<file path="src/rtl/valve_seq_pkg.sv">
`default_nettype none
// ============================================================================
// Module   : valve_seq_pkg
// Purpose  : Shared types, valve index constants and opening priority for
//            the supply valve sequencer.
// Revision : 1.0  initial release
// ============================================================================
package valve_seq_pkg;

  // FSM state encoding, also exported on the debug port
  typedef enum logic [1:0] {
    IDLE   = 2'd0,
    RAMP   = 2'd1,
    STEADY = 2'd2
  } state_t;

  // Bit positions inside req/valve
  localparam logic [1:0] DFR = 2'd0;
  localparam logic [1:0] FR0 = 2'd1;
  localparam logic [1:0] FR1 = 2'd2;
  localparam logic [1:0] FR2 = 2'd3;

  // Opening priority, highest first
  localparam logic [1:0] PRIO_ORDER [4] = '{FR0, FR1, FR2, DFR};

  typedef struct packed {
    logic       valid;
    logic [1:0] idx;
  } pick_t;

  // Highest-priority pending valve; walking from lowest to highest lets the
  // last hit win without a found-flag.
  function automatic pick_t pick_candidate(input logic [3:0] pend);
    pick_t p;
    p = '0;
    for (int k = 3; k >= 0; k--) begin
      if (pend[PRIO_ORDER[k]]) begin
        p.valid = 1'b1;
        p.idx   = PRIO_ORDER[k];
      end
    end
    return p;
  endfunction

endpackage
`default_nettype wire

</file>
<file path="src/rtl/valve_sequencer_if.sv">
`default_nettype none
// ============================================================================
// Module   : valve_sequencer_if
// Purpose  : Demand/drive bundle between the flow-level FSM (master) and the
//            valve sequencer (slave).
// Revision : 1.0  initial release
// ============================================================================
interface valve_sequencer_if;
  import valve_seq_pkg::*;

  logic       enable;
  logic [3:0] req;
  logic [3:0] valve;
  logic       busy;
  state_t     state;

  modport master (
    output enable,
    output req,
    input  valve,
    input  busy,
    input  state
  );

  modport slave (
    input  enable,
    input  req,
    output valve,
    output busy,
    output state
  );

endinterface
`default_nettype wire

</file>
<file path="src/rtl/valve_hold_timer.sv">
`default_nettype none
// ============================================================================
// Module   : valve_hold_timer
// Purpose  : Per-valve minimum-open-time down-counter. Loaded on opening,
//            saturates at zero; expired is high once the hold has elapsed.
// Revision : 1.0  initial release
// ============================================================================
module valve_hold_timer #(
  parameter int MIN_ON = 8
) (
  input  wire logic clk,
  input  wire logic reset_n,
  input  wire logic load,
  input  wire logic clear,
  output logic      expired
);

  localparam int              C_HW   = $clog2(MIN_ON) + 1;
  localparam logic [C_HW-1:0] C_LOAD = C_HW'(MIN_ON - 1);

  logic [C_HW-1:0] r_cnt;

  // Hold countdown: clear wins, then load, then saturating decrement
  always_ff @(posedge clk) begin
    if (!reset_n || clear) begin
      r_cnt <= '0;
    end else if (load) begin
      r_cnt <= C_LOAD;
    end else if (r_cnt != '0) begin
      r_cnt <= r_cnt - C_HW'(1);
    end
  end

  assign expired = (r_cnt == '0);

endmodule
`default_nettype wire

</file>
<file path="src/rtl/valve_sequencer.sv">
`default_nettype none
// ============================================================================
// Module   : valve_sequencer
// Purpose  : Staggers supply valve openings, enforces a minimum open time per
//            valve and offers an emergency close through enable.
// Revision : 1.0  initial release
// ============================================================================
module valve_sequencer
  import valve_seq_pkg::*;
#(
  parameter int STAGGER = 4,
  parameter int MIN_ON  = 8
) (
  input  wire logic         clk,
  input  wire logic         reset_n,
  valve_sequencer_if.slave  bus
);

  localparam int              C_SW   = $clog2(STAGGER) + 1;
  localparam logic [C_SW-1:0] C_SLOAD = C_SW'(STAGGER - 1);

  logic [C_SW-1:0] r_stagger;
  logic [3:0]      r_valve;
  state_t          r_state;

  logic [3:0]      w_pend;
  pick_t           w_pick;
  logic            w_open_ok;
  logic [3:0]      w_open_vec;
  logic [3:0]      w_close;
  logic [3:0]      w_expired;
  logic [3:0]      w_valve_nxt;
  state_t          w_state_nxt;
  logic            w_clear;

  assign w_clear = ~bus.enable;

  // One hold timer per valve, loaded on that valve's opening edge
  genvar gi;
  generate
    for (gi = 0; gi < 4; gi++) begin : g_hold
      valve_hold_timer #(
        .MIN_ON (MIN_ON)
      ) u_hold (
        .clk     (clk),
        .reset_n (reset_n),
        .load    (w_open_vec[gi]),
        .clear   (w_clear),
        .expired (w_expired[gi])
      );
    end
  endgenerate

  // Next valve vector: at most one open (priority, stagger-gated), any closes
  always_comb begin
    w_pend      = bus.req & ~r_valve;
    w_pick      = pick_candidate(w_pend);
    w_open_ok   = w_pick.valid && (r_stagger == '0);
    w_open_vec  = w_open_ok ? (4'b0001 << w_pick.idx) : 4'b0000;
    w_close     = r_valve & ~bus.req & w_expired;
    w_valve_nxt = (r_valve & ~w_close) | w_open_vec;
    if (|(bus.req & ~w_valve_nxt)) begin
      w_state_nxt = RAMP;
    end else if (|w_valve_nxt) begin
      w_state_nxt = STEADY;
    end else begin
      w_state_nxt = IDLE;
    end
  end

  // Sequencer FSM: valve register, stagger counter and state, all registered
  always_ff @(posedge clk) begin
    if (!reset_n || !bus.enable) begin
      r_valve   <= 4'b0000;
      r_stagger <= '0;
      r_state   <= IDLE;
    end else begin
      r_valve <= w_valve_nxt;
      r_state <= w_state_nxt;
      if (w_open_ok) begin
        r_stagger <= C_SLOAD;
      end else if (r_stagger != '0) begin
        r_stagger <= r_stagger - C_SW'(1);
      end
    end
  end

  assign bus.valve = r_valve;
  assign bus.state = r_state;
  assign bus.busy  = (r_state == RAMP);

endmodule
`default_nettype wire
</file>
<file path="src/flat_wrapper.sv">
// flat-port wrapper written by rule: the top's interface ports become plain ports
module valve_sequencer_flat import valve_seq_pkg::*;
#(
  parameter int STAGGER = 4,
  parameter int MIN_ON  = 8
)
  (clk, reset_n, bus_enable, bus_req, bus_valve, bus_busy, bus_state);
  valve_sequencer_if bus_i ();
  input  wire logic clk;
  input  wire logic reset_n;
  input wire logic [$bits(bus_i.enable)-1:0] bus_enable;
  input wire logic [$bits(bus_i.req)-1:0] bus_req;
  output wire logic [$bits(bus_i.valve)-1:0] bus_valve;
  output wire logic [$bits(bus_i.busy)-1:0] bus_busy;
  output wire logic [$bits(bus_i.state)-1:0] bus_state;
  assign bus_i.enable = bus_enable;
  assign bus_i.req = bus_req;
  assign bus_valve = bus_i.valve;
  assign bus_busy = bus_i.busy;
  assign bus_state = bus_i.state;
  valve_sequencer #(.STAGGER(STAGGER), .MIN_ON(MIN_ON)) u_core (.clk(clk), .reset_n(reset_n), .bus(bus_i));
endmodule
</file>
<file path="config.mk">
export PLATFORM = sky130hd
export DESIGN_NAME = valve_sequencer_flat
export DESIGN_NICKNAME = d
export VERILOG_FILES = /design/src/rtl/valve_seq_pkg.sv /design/src/rtl/valve_sequencer_if.sv /design/src/rtl/valve_hold_timer.sv /design/src/rtl/valve_sequencer.sv /design/src/flat_wrapper.sv
export SDC_FILE = /design/constraint.sdc
export NUM_CORES = 1
export LEC_CHECK = 0
export BUFFER_PORTS_ARGS = -buffer_cell sky130_fd_sc_hd__buf_2
export CORE_ASPECT_RATIO = 1.2
export CORE_MARGIN = 8
export CORE_UTILIZATION = 61
export DETAILED_ROUTE_END_ITERATION = 7
export GPL_TIMING_DRIVEN = 0
export PLACE_DENSITY = 0.88
export SLEW_MARGIN = 20
export SYNTH_ARGS = -nofsm -noshare
export SYNTH_HDL_FRONTEND = slang
export SYNTH_SLANG_ARGS = --single-unit
export TNS_END_PERCENT = 100
</file>
<file path="constraint.sdc">
create_clock -name clk -period 3.5 [get_ports clk]
set_clock_uncertainty 0.15 [all_clocks]
set_input_delay 0.35 -clock clk [delete_from_list [all_inputs] [get_ports clk]]
set_output_delay 0.35 -clock clk [all_outputs]
set_load 0.005 [all_outputs]
</file>
Word-level counts from Yosys, hierarchy flattened. Index checks and enable logic that the tools add are counted.

Register bits after elaboration: 25. Bits of input ports: 7. Output and inout port bits: 7.

Add/sub/neg operators: 5. Equal/unequal tests: 1. Shift operators: 1. Multiplexer cells: 17. Bitwise gates (word level): 11. Reduce and logical (&&, ||, !) cells: 28.

Operators by type and width (count): $mux 3 (12); $and 4x4->4 (5); $logic_not 4->1 (4); $not 4->4 (4); $reduce_bool 4->1 (4); $sub 4x1->4 const B (4); $reduce_bool 2->1 (5); $reduce_or 2->1 (5); $reduce_or 4->1 (2); $mux 2 (3); $reduce_or 5->1 (1); $mux 4 (1); $or 4x4->4 (1); $shl 1x2->4 const A (1); $logic_not 3->1 (1); $reduce_bool 3->1 (1); $sub 3x1->3 const B (1); $eq 2x1->1 const B (1); $logic_not 1->1 (2); $logic_or 1x1->1 (2); $logic_and 1x1->1 (1); $mux 1 (1); $not 1->1 (1).

Longest topological paths before layout. Gate-level depths: netlist (run 1).

Word-level depth: 13. Depth in mapped cells: 7.

Cells and area by module. From an unflattened synthesis (run 1), not the netlist that was laid out.

Cell total of the unflattened synthesis: 142. Area, all modules: 1346.3 µm².

Modules (own cells, without submodules): valve_hold_timer (times used 4, cells an instance 20, area an instance 198.9 µm²); valve_sequencer (times used 1, cells an instance 62, area an instance 550.5 µm²).

Worst setup path after synthesis (run 1). Ideal clock, no wire load.

Path type: register to register. Start point: reg u_core.g_hold[0].u_hold.r_cnt[0]. End point: reg u_core.r_state[1], in the netlist u_core.bus.state[1]. Data arrival time: 1372 ps. Data required time: 3215 ps. Path slack: 1843 ps. Cell stages (with the launch flop): 7. Path buffers: 0. Period minus slack after synthesis: 1657 ps. Cells stage by stage: dfxtp_1 > inv_1 > ha_1 > or3b_4 > o21ai_0 > o211a_1 > a311oi_2.

Cells in the longest elaborated chain, start to end: 8.

Ends and longest elaborated chain: start: declaration (RTL line valve_hold_timer.sv:21) `logic [C_HW-1:0] r_cnt;`; start signal: assignment (RTL line valve_hold_timer.sv:30) `r_cnt <= r_cnt - C_HW'(1);`; $logic_not 4->1 (*) (RTL line valve_hold_timer.sv:34) `assign expired = (r_cnt == '0);`; $and 4x4->4 (*) (RTL line valve_sequencer.sv:60) `w_close = r_valve & ~bus.req & w_expired;`; $not 4->4 (*) (RTL line valve_sequencer.sv:61) `w_valve_nxt = (r_valve & ~w_close) | w_open_vec;`; $and 4x4->4 (*) (RTL line valve_sequencer.sv:61); $or 4x4->4 (*) (RTL line valve_sequencer.sv:61); $not 4->4 (RTL line valve_sequencer.sv:62) `if (|(bus.req & ~w_valve_nxt)) begin`; $and 4x4->4 (RTL line valve_sequencer.sv:62); $reduce_or 5->1 (no source line); end signal: assignment (RTL line valve_sequencer.sv:79) `r_state <= w_state_nxt;`; end: declaration (RTL line valve_sequencer.sv:24) `state_t r_state;`.

Every way passes the cells marked *; elsewhere a longest branch is shown, timed or not. A chain may end at the register's enable or synchronous reset.

Worst setup path in the final report (run 1). Same ends and word-level chain as after synthesis.

==> results of run 1 <==
==> tightest hold or removal path, cell delays in order <==
cell and delay (ps):
buf_2 140, nand2_1 60, a21oi_1 60
==> state kept, by name (all words and copies together), names as in the netlist <==
register / count
u_core.bus.state: 2
u_core.bus.valve: 4
u_core.r_stagger: 3
u_core.g_hold.u_hold.r_cnt: 16
==> logic make-up after synthesis <==
family / Yosys count
AO/OA/AOI/OAI: 34
adder cells (fa/ha/maj): 11
XOR/XNOR: 11
buffers and inverters: 15
AND/OR/NAND/NOR: 47
flip-flops: 25
==> path summary, 6_finish.rpt <==
check | from | to | slack, ps | depth (start not counted)
max reg2reg | u_core.g_hold[0].u_hold.r_cnt[0] | u_core.bus.state[1] | 1650 | 6
max | u_core.g_hold[0].u_hold.r_cnt[0] | u_core.bus.state[1] | 1650 | 6
min | bus_req[1] | u_core.bus.valve[1] | 160 | 3
min reg2reg | u_core.r_stagger[1] | u_core.r_stagger[1] | 370 | 2
==> Yosys cell counts, types with 3 or more instances <==
cell and instances:
nor2_1 5, buf_2 3, nor2b_1 3, xnor2_1 5, nor3_1 6, a21oi_1 17
nand2_1 13, nand2b_1 4, xor2_1 6, o21ai_0 6, or3b_1 3, ha_1 10
inv_1 10, dfxtp_1 25
==> per-layer routing <==
layer,global-route usage [%],share of wire [%],vias to the layer above
met3,5.058,5.7,7
met4,10.12,2.5,0
met1,13.42,39,483
met2,28.49,52,25
li1,-,-,521
met5,0,0,-
==> per-stage QoR <==
stage	util, %	power, uW
floorplan	-	516.9
global placement	67.90	547.6
detailed placement	67.90	566.6
CTS	69.20	698.8
global route	69.20	740.7
finish	69.20	687.8
==> final cells by class <==
cell class | instances | area, um^2
multi-input combinational | 103 | 725.7
fill | 179 | 624.3
sequential | 25 | 500.5
timing repair buffer | 13 | 65.06
inverter | 10 | 37.54
clock buffer | 4 | 26.28
tap | 20 | 25.02
buffer | 5 | 22.52
==> where the power goes <==
group,total (uW),internal (uW),switching (uW),leakage (uW)
logic,228,106,122,0.000373
registers,331,311,19.5,0.000204
clock network,129,44.8,84.6,0.0000150
==> flow_summary.json, run 1 <==
{
  "worstPathMaxFanout": 5,
  "antenna_found_initial": 0,
  "clockRootBuffer": "clkbuf_4",
  "fmax_mhz": 540.5,
  "fin_crit_sh_pct": 52.86,
  "track_usage_pct": 15.20,
  "worst_slew_pin_slew_ps": 468.4,
  "fp.dieW_um": 57.92,
  "slowest_stage": "or3b_4",
  "path_buf_inv": 1,
  "synth_top_area_share_pct": 38.91,
  "critPathArrivalTime_ps": 1920,
  "synth_fa_ha_area_share_pct": 10.60,
  "yosysUniqueCellTypes": 35,
  "cp_top_family": "compound AO/OA/AOI/OAI gates",
  "path_cells": "inv_1 -> ha_1 -> or3b_4 -> o21ai_0 -> o211a_1 -> a311oi_2",
  "rows": 18,
  "die_area_um2": 3840,
  "final_cell_mix": "25 x dfxtp_1, 17 x a21oi_1, 16 x buf_2, 13 x nand2_1",
  "final_hold_viol_count": 0,
  "ys_warn_count": 0,
  "fin_setup_tns_ps": 0,
  "fin_area_um2": 1403,
  "final.min_clock_period_ps": 1850,
  "peakVddDrop_v": 0.0002970,
  "num_vias": 1036,
  "drt_pass1_iterations": 5,
  "clockBufferDepth": 2,
  "ctsResizeCount": 0,
  "ys_seq_area_share_pct": 38.91,
  "grt_max_degree": 14,
  "grt_pass1_wl_um": 4498,
  "synthMuxAreaShare_pct": 0,
  "dp_hpwl_um": 2031,
  "drive_gt1_share_pct": 17.50,
  "endpoint_kind": "flip-flop",
  "cts_tree": "done",
  "worstSkewPairLatency_ps": 330,
  "synth_edf_count": 0,
  "syn_area_um2": 1286,
  "placed_cell_area_um2": 1376,
  "synth-seq-cells": 25,
  "synth_flop_cell": "dfxtp_1",
  "cts_buffers": 3,
  "syn_nets": 160,
  "dr.first_iter.drc_count": 18,
  "io_buffer_count": 13,
  "syn_inst": 143,
  "p_leak_uw": 0.0005922,
  "synthSimpleGateAreaFrac_pct": 21.89,
  "fin_ws_ps": 1650,
  "wl_per_cell_um": 14.05,
  "rsz0062_at_grt": "false",
  "cts_hold_buf": 0,
  "maxCapViolations": 0,
  "clk_pin_slew_ps": 130,
  "synth_area_leader_cell": "dfxtp_1",
  "critPathKind": "flip-flop to flip-flop",
  "place_inst": 176,
  "hp-class": "primary input to flip-flop",
  "synth_top_family_by_area": "simple AND/OR/NAND/NOR gates",
  "drc": 0,
  "grt_pass1_vias": 1130,
  "nets": 178,
  "slew_headroom_pct": 68.77,
  "synthTopCellsByArea": "dfxtp_1 39%, ha_1 9.7%, a21oi_1 6.6%, xor2_1 4.1%, nand2_1 3.8%",
  "dpl_worst_slack_ps": 1696,
  "yosys.area_share.xor_xnor_pct": 7.490,
  "gp_congestion": 0.8041,
  "htree_levels": 1,
  "final_cells": 180,
  "core_um2": 2027,
  "status": "complete, no violations",
  "die_y_um": 66.30,
  "async_reset_ff_share_pct": 0,
  "crit_required_ps": 3570,
  "cts_setup_buffers": 0,
  "syn_area_per_cell_um2": 8.995,
  "worst_setup_path_start_kind": "flip-flop",
  "final_common_cell": "dfxtp_1",
  "antennaDiodeCount": 0,
  "synth-compound-area-share_pct": 16.44,
  "whs_ps": 160.1,
  "cts_sinks": 25,
  "via_per_inst": 5.756,
  "grt_overflow": 0,
  "finalWirelength_um": 2529,
  "finalSetupViolCount": 0,
  "antenna_left": 0,
  "num_io_pins": 14,
  "syn_to_final_growth_pct": 9.047,
  "maxSlewViolCount": 0,
  "p_per_area_nw_per_um2": 490.4,
  "slowest_delay_ps": 410,
  "start_util_pct": 63.46
}
No activity file was read; power rests on OpenSTA's default activity.
==> inputs of run 2 (changes only) <==
--- a/config.mk
+++ b/config.mk
@@ -8,10 +8,10 @@
 export BUFFER_PORTS_ARGS = -buffer_cell sky130_fd_sc_hd__buf_2
 export CORE_ASPECT_RATIO = 1.2
 export CORE_MARGIN = 8
-export CORE_UTILIZATION = 61
+export CORE_UTILIZATION = 51
 export DETAILED_ROUTE_END_ITERATION = 7
 export GPL_TIMING_DRIVEN = 0
-export PLACE_DENSITY = 0.88
+export PLACE_DENSITY = 0.8
 export SLEW_MARGIN = 20
 export SYNTH_ARGS = -nofsm -noshare
 export SYNTH_HDL_FRONTEND = slang
==> constraint.sdc (replaced) <==
create_clock -name clk -period 1.62 [get_ports clk]
set_clock_uncertainty 0.15 [all_clocks]
set_input_delay 0.162 -clock clk [delete_from_list [all_inputs] [get_ports clk]]
set_output_delay 0.162 -clock clk [all_outputs]
set_load 0.005 [all_outputs]
==> flow_summary.json, run 2 (synthesis gave the netlist of run 1 again) <==
{
  "status": "finished, violations left",
  "violations": "setup timing",
  "multi_input_area_um2": 865.8,
  "maxCapViolations": 0,
  "use_met1_pct": 14.66,
  "drc": 0,
  "worstSkewPairLatency_ps": 320,
  "dr.first_iter.drc_count": 30,
  "fin_ws_ps": -5.272,
  "peakVddDrop_v": 0.0006879,
  "antenna_found_initial": 0,
  "antenna_left": 0,
  "final.min_clock_period_ps": 1625,
  "cts_tree": "done",
  "cts_buffers": 3,
  "r2r_cells": 6,
  "cts_sinks": 25,
  "rr_startpoint": "u_core.g_hold[0].u_hold.r_cnt[0]",
  "maxSlewViolCount": 0,
  "finalSetupViolCount": 1,
  "fillCellCount": 174,
  "drt_pass1_iterations": 4,
  "rsz0062_at_grt": "true",
  "drive_gt1_share_pct": 47.49,
  "die_y_um": 71.02,
  "busiest_layer": "met2",
  "reg2reg_to": "u_core.bus.state[1]",
  "critPathArrivalTime_ps": 1690,
  "num_io_pins": 14,
  "reg2reg_slack_ps": -5,
  "syn_to_final_growth_pct": 35.02,
  "cp-startpoint": "u_core.g_hold[0].u_hold.r_cnt[0]",
  "hold_depth": 4,
  "placed_cell_area_um2": 1404,
  "core_um2": 2477,
  "dp_hpwl_um": 1894,
  "rows": 20,
  "clockBufferDepth": 2,
  "slew_headroom_pct": 65.76,
  "track_usage_pct": 13.92,
  "hp-class": "primary input to flip-flop",
  "largest-register": "u_core.g_hold.u_hold.r_cnt",
  "final_hold_viol_count": 0,
  "clockRootBuffer": "clkbuf_4",
  "worstPathMaxFanout": 3,
  "final_cell_mix": "18 x buf_4, 17 x a21oi_1, 15 x dfxtp_1, 13 x buf_2, 12 x nand2_1",
  "antennaDiodeCount": 0,
  "grt_pass1_wl_um": 4767,
  "grt_max_degree": 14,
  "crit_required_ps": 1680,
  "finalWirelength_um": 2830,
  "regArea_um2": 513.0,
  "fp.dieW_um": 61.85,
  "met3_usage_pct": 2.904,
  "clk_pin_slew_ps": 130,
  "via_per_inst": 5.179,
  "p_leak_uw": 0.0007178,
  "crit_end": "u_core.bus.state[1]",
  "nets": 197,
  "worst_slew_pin_slew_ps": 513.5,
  "start_util_pct": 51.92,
  "htree_levels": 1,
  "io_buffer_count": 13,
  "worst_setup_path_start_kind": "flip-flop",
  "met2_usage_pct": 24.80,
  "p_per_area_nw_per_um2": 1008,
  "largest_reg_flops": 16,
  "dpl_worst_slack_ps": -127.2,
  "gp_congestion": 0.7660,
  "wl_per_cell_um": 13.35,
  "fin_crit_sh_pct": 100.3,
  "grt_pass1_vias": 1159,
  "fmax_mhz": 615.3,
  "fin_area_um2": 1737,
  "critPathKind": "flip-flop to flip-flop",
  "postLayoutCoreUtil_pct": 70.10,
  "final_common_cell": "buf_4",
  "num_vias": 1098,
  "endpoint_kind": "flip-flop",
  "die_area_um2": 4392,
  "grt_overflow": 0
}
-- run 2: cell type report --
| type | count | area share (%) |
|---|---|---|
| Buffer | 2 | 0.4323 |
| Clock buffer | 4 | 1.513 |
| Inverter | 10 | 2.305 |
| Multi-Input combinational cell | 103 | 49.86 |
| Sequential cell | 25 | 29.54 |
| Tap cell | 33 | 2.378 |
| Timing Repair Buffer | 35 | 13.98 |
-- run 2: power by group --
group,switching [uW],total (uW),internal (uW)
logic,344,752,408
registers,44.2,723,679
clock network,179,276,96.6
-- run 2: per-layer routing --
layer  wire [um]  part of all wire [%]  vias to the layer above
met3         124                   4.4                        5
met2        1498                    53                       12
met5           0                     0                        -
met1        1153                    41                      523
met4          54                   1.9                        0
li1            -                     -                      558
-- run 2: stage by stage --
step	instances	TNS, ps	total power [uW]	hold WS, ps
2_1_floorplan	143	0	1130	152.5
3_3_place_gp	189	-173.6	1199	308.6
3_5_place_dp	189	-343.3	1230	323.7
4_1_cts	210	-35.25	1672	51.34
5_1_grt	212	-145.1	1880	69.06
6_report	212	-5.272	1751	62.28
-- run 2: timing repair --
action,CTS,global route
endpoints found under the hold margin,3,0
gates resized for setup,30,19
buffers inserted,17,3
hold buffers,2,0
endpoints found under the setup margin,10,14
pin swaps,8,8
-- run 2: worst min-delay path by stage --
stage | start | to
global route | bus_req[2] | u_core.bus.valve[2]
CTS | bus_req[3] | u_core.bus.valve[3]
finish | bus_req[3] | u_core.bus.valve[3]
global placement | bus_req[1] | u_core.bus.valve[1]
floorplan | bus_req[1] | u_core.bus.valve[1]
detailed placement | bus_req[1] | u_core.bus.valve[1]
-- run 2: critical path, cell delays in order, from the launching register on --
cell and delay, ps:
dfxtp_2 350, inv_2 80, ha_4 130, or3b_4 390
o21ai_2 150, o211a_1 170, a311oi_2 90
